--- src/rtl/key_debounce_pulse.sv ---
// Debounces the raw active-low pushbutton KEY[0] into a registered clean level,
// a one-cycle press pulse and a wrap-around count of accepted presses.
module key_debounce_pulse #(
  parameter int unsigned DEBOUNCE_CYCLES = 1000000,
  parameter int unsigned CNT_WIDTH       = 20
) (
  input  logic       CLOCK_50,
  input  logic [1:0] KEY,
  output logic       KEY_CLEAN,
  output logic       KEY_PULSE,
  output logic [7:0] PRESS_CNT
);

  localparam int unsigned PCNT_W = 8;
  localparam logic [CNT_WIDTH-1:0] CNT_LAST = CNT_WIDTH'(DEBOUNCE_CYCLES - 1);

  typedef enum logic [1:0] {
    ST_RELEASED     = 2'd0,
    ST_PRESS_WAIT   = 2'd1,
    ST_PRESSED      = 2'd2,
    ST_RELEASE_WAIT = 2'd3
  } state_e;

  logic                 rst_n;
  logic                 sync1_q;
  logic                 sync2_q;
  logic                 pressed;
  state_e               state_q;
  state_e               state_d;
  logic [CNT_WIDTH-1:0] cnt_q;
  logic [CNT_WIDTH-1:0] cnt_d;
  logic                 clean_q;
  logic                 clean_d;
  logic                 pulse_q;
  logic                 pulse_d;
  logic [PCNT_W-1:0]    press_cnt_q;
  logic [PCNT_W-1:0]    press_cnt_d;

  assign rst_n = KEY[1];

  // Two-flop synchroniser; resets to the released level.
  always_ff @(posedge CLOCK_50) begin
    if (!rst_n) begin
      sync1_q <= 1'b1;
      sync2_q <= 1'b1;
    end else begin
      sync1_q <= KEY[0];
      sync2_q <= sync1_q;
    end
  end

  assign pressed = ~sync2_q;

  // State and qualification counter register.
  always_ff @(posedge CLOCK_50) begin
    if (!rst_n) begin
      state_q <= ST_RELEASED;
      cnt_q   <= '0;
    end else begin
      state_q <= state_d;
      cnt_q   <= cnt_d;
    end
  end

  // Next-state logic: any bounce inside a WAIT state falls back to the stable state.
  always_comb begin
    state_d = state_q;
    cnt_d   = cnt_q;
    case (state_q)
      ST_RELEASED: begin
        if (pressed) begin
          state_d = ST_PRESS_WAIT;
          cnt_d   = '0;
        end
      end
      ST_PRESS_WAIT: begin
        if (!pressed) begin
          state_d = ST_RELEASED;
        end else if (cnt_q == CNT_LAST) begin
          state_d = ST_PRESSED;
        end else begin
          cnt_d = cnt_q + CNT_WIDTH'(1);
        end
      end
      ST_PRESSED: begin
        if (!pressed) begin
          state_d = ST_RELEASE_WAIT;
          cnt_d   = '0;
        end
      end
      ST_RELEASE_WAIT: begin
        if (pressed) begin
          state_d = ST_PRESSED;
        end else if (cnt_q == CNT_LAST) begin
          state_d = ST_RELEASED;
        end else begin
          cnt_d = cnt_q + CNT_WIDTH'(1);
        end
      end
      default: begin
        state_d = ST_RELEASED;
        cnt_d   = '0;
      end
    endcase
  end

  // Output decode from the next state so outputs change on the transition edge.
  always_comb begin
    clean_d     = 1'b0;
    pulse_d     = 1'b0;
    press_cnt_d = press_cnt_q;
    if ((state_d == ST_PRESSED) || (state_d == ST_RELEASE_WAIT)) begin
      clean_d = 1'b1;
    end
    if ((state_q == ST_PRESS_WAIT) && (state_d == ST_PRESSED)) begin
      pulse_d     = 1'b1;
      press_cnt_d = press_cnt_q + PCNT_W'(1);
    end
  end

  always_ff @(posedge CLOCK_50) begin
    if (!rst_n) begin
      clean_q     <= 1'b0;
      pulse_q     <= 1'b0;
      press_cnt_q <= '0;
    end else begin
      clean_q     <= clean_d;
      pulse_q     <= pulse_d;
      press_cnt_q <= press_cnt_d;
    end
  end

  assign KEY_CLEAN = clean_q;
  assign KEY_PULSE = pulse_q;
  assign PRESS_CNT = press_cnt_q;

endmodule
--- config.mk ---
export PLATFORM = sky130hd
export DESIGN_NAME = key_debounce_pulse
export DESIGN_NICKNAME = d
export VERILOG_FILES = /design/src/rtl/key_debounce_pulse.sv
export SDC_FILE = /design/constraint.sdc
export NUM_CORES = 1
export LEC_CHECK = 0
export BUFFER_PORTS_ARGS = -buffer_cell sky130_fd_sc_hd__clkbuf_2
export CORE_AREA = 2 2 62 64
export DETAILED_ROUTE_END_ITERATION = 7
export DIE_AREA = 0 0 64 66
export PLACE_DENSITY = 0.66
export RECOVER_POWER = 100
export SLEW_MARGIN = 20
export SYNTH_ARGS = -nofsm -noshare
export SYNTH_HDL_FRONTEND = slang
export SYNTH_SLANG_ARGS = --single-unit
--- constraint.sdc ---
create_clock -name CLOCK_50 -period 2.7 [get_ports CLOCK_50]
set_input_delay 0.135 -clock CLOCK_50 [delete_from_list [all_inputs] [get_ports CLOCK_50]]
set_output_delay 0.135 -clock CLOCK_50 [all_outputs]
set_load 0.02 [all_outputs]
==> impl_metrics.py, run 1 <==
metrics = {
    "cts": {
        "holdBufCountCts": 1,
        "clkLatencyLatePin_ns": 0.34,
        "numCtsBuffers": 5,
        "clk_pin_slew_worst_paths_ns": 0.10,
        "cts_tree": "done",
        "clockBufferDepth": 2,
        "clock_sink_count": 33,
        "post_cts_resized": 0,
        "post_cts_buffers": 0,
        "htree_levels": 2,
        "cts_root_buffer": "clkbuf_4",
    },
    "drt": {
        "drt_iter0_drc": 54,
        "route.detailed.drc": 0,
        "viasPerCell": 5.69,
        "ant_nets": 0,
        "drtPass1Iterations": 4,
        "post_drt_wl_per_cell_um": 14.6,
        "num_vias": 1444,
        "wl_mm": 3.70,
    },
    "place": {
        "numPortBuffers": 12,
        "hpwl_mm": 2.63,
        "place.gp.congestion": 0.935,
        "placed_cells": 245,
        "place_worst_setup_slack_ns": 0.747,
    },
    "logic_synthesis": {
        "ys.flop_type": "dfxtp_1",
        "synth.cell_area_mm2": 0.00170,
        "synth_edf_count": 0,
        "ys.warnings.count": 0,
        "synth_seq_area_share_pct": 39.0,
        "syn_area_per_cell_um2": 8.92,
        "syn_inst": 190,
        "synthDistinctLibCells": 42,
        "synth_fp_nets": 195,
        "async_flop_share_pct": 0,
        "ys_ff_latch": 33,
    },
    "finish": {
        "area_delta_synth_final_pct": 7.90,
        "layout.nets": 210,
        "final_util_pct": 51.5,
        "final_cell_count_no_fill": 254,
        "drive_above_1_share_pct": 11.7,
        "final_cell_mix": "dfxtp_1, nand2_1, nor2_1, nand3_1, clkbuf_1",
        "final_common_cell": "dfxtp_1",
        "num_antenna_cells": 0,
        "fillers": 345,
    },
    "worst_setup_path": {
        "critical_path_class": "flop to flop",
        "r2r-start": "cnt_q[0]",
        "rrSetupSlack_ns": 0.44,
        "critical_path_depth": 7,
        "r2r-end": "cnt_q[5]",
        "setup.worst_path.end": "cnt_q[5]",
        "worst_ep_required_time_ns": 2.95,
        "crit_path_max_incr_delay_ns": 0.42,
        "cp.arrival_ns": 2.51,
        "path_cells": "ha_1 > nand3_1 > or2_2 > o21ai_2 > clkbuf_1 > a21oi_1 > o32ai_1",
        "endpoint_kind": "flop",
        "r2r_cells": 7,
        "critical-path-top-delay-family": "simple AND/OR/NAND/NOR gates",
        "startpoint": "cnt_q[0]",
        "path_max_fanout": 11,
        "crit_path_start_kind": "flop",
        "crit_slowest_cell": "clkbuf_1",
        "path_buf_inv": 1,
    },
    "sta": {
        "post-route-period-util_pct": 83.8,
        "post-route-min-period_ns": 2.26,
        "setup_tns_ns": 0,
        "max_freq_ghz": 0.442,
        "clock_skew_ns": 0.00788,
        "hold_viol": 0,
        "setup_slack_ns": 0.437,
        "slew_headroom_pct": 49.4,
        "grt_setup_unrepaired": "no",
        "worstMarginPinSlew_ns": 0.755,
        "drv_slew": 0,
        "setup_viol": 0,
    },
    "floorplanning": {
        "die_h_um": 66,
        "initial_core_util_pct": 47.7,
        "num_rows": 22,
        "core_mm2": 0.00355,
        "die_x_um": 64,
        "dieArea_mm2": 0.00422,
        "io_pins": 13,
    },
    "global_routing": {
        "first_global_vias": 1374,
        "grt_usage_pct": 19.8,
        "grt-ovfl-total": 0,
        "grt_max_degree": 22,
        "antenna_found_initial": 0,
        "grt_pass1_wl_mm": 6.36,
    },
    "flow_run": {
        "maxCapViolations": 0,
    },
    "power": {
        "p_per_area_mw_per_mm2": 457,
        "ir_worst_vdd_mv": 0.231,
        "p_leak_nw": 0.645,
    },
    "outcome": {
        "status": "finished clean",
    },
    "hold_path": {
        "worstHoldPathType": "primary input to flop",
    },
}
power breakdown:
group / internal [W] / switching [W] / leakage, nW
clock: 0.000151 / 0.000165 / 0.0413
sequential: 0.000489 / 0.00000248 / 0.266
combinational: 0.00000868 / 0.0000208 / 0.337
total: 0.000648 / 0.000188 / 0.645
stage by stage:
step / cell area [um^2] / total power (W) / hold WS [ns]
finish: 1830 / 0.000837 / 0.257
global route: 1830 / 0.000871 / 0.266
CTS: 1870 / 0.000848 / 0.236
detailed placement: 1790 / 0.000531 / 0.322
global placement: 1790 / 0.000530 / 0.315
floorplan: 1700 / 0.000524 / 0.236
registers in the layout, indices dropped and copies added, names as in the netlist:
signal	count
sync2_q	1
KEY_PULSE	1
PRESS_CNT	8
state_q	2
cnt_q	20
sync1_q	1
synthesized netlist by cell type, types with 5 or more instances:
cell type,n,area share [%]
a21oi_1,9,2.7
and3_1,6,2.2
dfxtp_1,33,39
mux2i_1,5,3.0
nand2_1,18,4.0
nand2b_1,6,2.2
nand3_1,11,3.2
nand4_1,9,3.3
nor2_1,18,4.0
o22ai_1,5,1.8
or3_1,6,2.2
xnor2_1,8,4.1
xor2_1,8,4.1
kinds of logic (layout without fill, tap and decap cells):
kind of cell             count (synthesis)  count (layout)  share of synthesized area, %
buffers and inverters                   11              27                          3.76
flip-flops                              33              33                          39.0
adder cells (fa/ha/maj)                  2               2                          1.48
XOR/XNOR                                16              16                          8.27
AND/OR/NAND/NOR                        103             103                          36.8
AO/OA/AOI/OAI                           20              20                          7.75
multiplexers                             5               5                          2.95
how the worst min path moves through the flow:
stage / from / to / depth (start not counted)
after CTS: KEY[1] / sync1_q / 2
after global routing: KEY[1] / sync1_q / 2
final: KEY[1] / sync1_q / 2
after detailed placement: KEY[0] / sync1_q / 2
after floorplan: KEY[0] / sync1_q / 1
after global placement: KEY[0] / sync1_q / 2
metal layers:
layer	global-route usage [%]	routed length, um
met1	24.3	1770
met2	32.8	1730
met3	5.11	138
met4	8.15	63
met5	0	0
worst reg2reg max path: stages, from the launching register on:
cell      delay [ns]
dfxtp_1         0.41
ha_1            0.20
nand3_1         0.21
or2_2           0.41
o21ai_2         0.17
clkbuf_1        0.42
a21oi_1         0.09
o32ai_1         0.27
final cells by class:
type                    count  area [um^2]  share of cell area (%)
clock buffers               7         65.1                    3.56
flip-flops and latches     33          661                    36.1
inverters                   3         11.3                   0.616
clock inverters             1         5.00                   0.274
multi-input cells         146          951                    52.0
repair buffers             16         76.3                    4.17
well taps                  48         60.1                    3.28
Note: power is estimated with default switching activity, not from simulation.
==> run 2: changes to the inputs <==
clock period = 2.3 ns   (was 2.7 ns; I/O delays follow)
==> impl_metrics.py, run 2 (synthesized netlist as in run 1, its figures left out) <==
metrics = {
    "outcome": {
        "status": "finished clean",
    },
    "cts": {
        "cts_tree": "done",
        "htree_levels": 2,
        "post_cts_buffers": 0,
        "cts_root_buffer": "clkbuf_4",
        "clock_sink_count": 33,
        "numCtsBuffers": 5,
        "clockBufferDepth": 2,
        "post_cts_resized": 0,
        "clk_pin_slew_worst_paths_ns": 0.10,
        "clkLatencyLatePin_ns": 0.34,
    },
    "flow_run": {
        "maxCapViolations": 0,
    },
    "floorplanning": {
        "io_pins": 13,
        "initial_core_util_pct": 47.7,
        "core_mm2": 0.00355,
        "die_x_um": 64,
        "die_h_um": 66,
        "dieArea_mm2": 0.00422,
        "num_rows": 22,
    },
    "sta": {
        "drv_slew": 0,
        "setup_tns_ns": 0,
        "post-route-min-period_ns": 1.96,
        "clock_skew_ns": 0.00604,
        "slew_headroom_pct": 57.8,
        "max_freq_ghz": 0.510,
        "post-route-period-util_pct": 85.3,
        "grt_setup_unrepaired": "no",
        "worstMarginPinSlew_ns": 0.628,
        "setup_viol": 0,
        "hold_viol": 0,
    },
    "finish": {
        "largest_register": "cnt_q",
        "largest_reg_flops": 20,
        "area_delta_synth_final_pct": 8.34,
        "num_antenna_cells": 0,
        "final_common_cell": "dfxtp_1",
        "final_util_pct": 51.7,
        "final_cell_mix": "dfxtp_1, nand2_1, nor2_1, nand3_1, clkbuf_1",
        "layout.nets": 211,
        "drive_above_1_share_pct": 12.1,
        "fillers": 338,
    },
    "worst_setup_path": {
        "startpoint": "cnt_q[0]",
        "path_cells": "ha_1 > nand3_1 > or2_2 > o21ai_2 > o21ai_1 > clkbuf_1 > a21oi_1",
        "crit_slowest_cell": "dfxtp_1",
        "crit_path_start_kind": "flop",
        "endpoint_kind": "flop",
        "path_max_fanout": 11,
        "critical_path_class": "flop to flop",
        "cp.arrival_ns": 2.24,
        "crit_path_max_incr_delay_ns": 0.39,
        "rrSetupSlack_ns": 0.34,
        "worst_ep_required_time_ns": 2.58,
        "r2r-start": "cnt_q[0]",
    },
    "power": {
        "p_leak_nw": 0.648,
        "ir_worst_vdd_mv": 0.323,
        "p_per_area_mw_per_mm2": 538,
    },
    "global_routing": {
        "grt_usage_pct": 19.0,
        "first_global_vias": 1337,
        "grt-ovfl-total": 0,
        "grt_max_degree": 21,
        "antenna_found_initial": 0,
        "grt_pass1_wl_mm": 6.19,
    },
    "drt": {
        "post_drt_wl_per_cell_um": 14.4,
        "viasPerCell": 5.69,
        "drtPass1Iterations": 4,
        "ant_nets": 0,
        "wl_mm": 3.68,
        "drt_iter0_drc": 80,
        "route.detailed.drc": 0,
        "num_vias": 1451,
    },
    "hold_path": {
        "hp-start": "KEY[1]",
        "worstHoldPathType": "primary input to flop",
    },
    "place": {
        "place.gp.congestion": 0.871,
        "numPortBuffers": 12,
        "hpwl_mm": 2.62,
    },
}
## run 2: cell count changes in the layout (fill, tap and decap cells not counted)
cell and delta:
buf_4 +1
## run 2: power breakdown
group	total, W	leakage (nW)	internal (W)	switching [W]
registers	0.000577	0.266	0.000574	0.00000264
clock network	0.000374	0.0413	0.000177	0.000197
logic	0.0000367	0.341	0.0000116	0.0000252
total	0.000988	0.648	0.000763	0.000225
## run 2: area by class of cell
cell class                      count  area (um^2)  area share [%]
Clock inverter                      1         5.00           0.272
Sequential cell                    33          661            36.0
Timing Repair Buffer               17         83.8            4.56
Tap cell                           48         60.1            3.27
Multi-Input combinational cell    146          951            51.8
Clock buffer                        7         65.1            3.54
Inverter                            3         11.3           0.613
## run 2: what timing repair did
item,4_1_cts,5_1_grt
setup endpoints to repair,0,0
hold buffers,1,0
hold endpoints to repair,1,0
## run 2: metrics by stage
| stage | hold slack, ns | setup WS [ns] | instance area [um^2] | total power, W | std cells |
|---|---|---|---|---|---|
| 2_1_floorplan | 0.216 | 0.624 | 1700 | 0.000615 | 190 |
| 3_3_place_gp | 0.297 | 0.470 | 1790 | 0.000625 | 246 |
| 3_5_place_dp | 0.307 | 0.423 | 1790 | 0.000626 | 246 |
| 4_1_cts | 0.163 | 0.401 | 1870 | 0.000997 | 255 |
| 5_1_grt | 0.204 | 0.132 | 1840 | 0.00103 | 255 |
| 6_report | 0.167 | 0.338 | 1840 | 0.000988 | 255 |
## run 2: routing by layer
layer	vias up	routed length, um	track usage, %
li1	720	-	-
met1	665	1610	23.4
met2	53	1730	31.9
met3	13	227	4.60
met4	0	106	7.88
met5	-	0	0
## run 2: worst max-delay path, delay by kind of cell (launching register included)
kind                     cells  cell delay, ns
adder cells (fa/ha/maj)      1            0.18
flip-flops                   1            0.39
AO/OA/AOI/OAI                3            0.46
AND/OR/NAND/NOR              2            0.58
buffers and inverters        1            0.27
## run 2: path summary, 6_finish.rpt
kind / to / cells after the start
hold / removal: sync1_q / 3
hold reg to reg: sync2_q / 1
setup / recovery: cnt_q[18] / 7
setup reg to reg: cnt_q[18] / 7
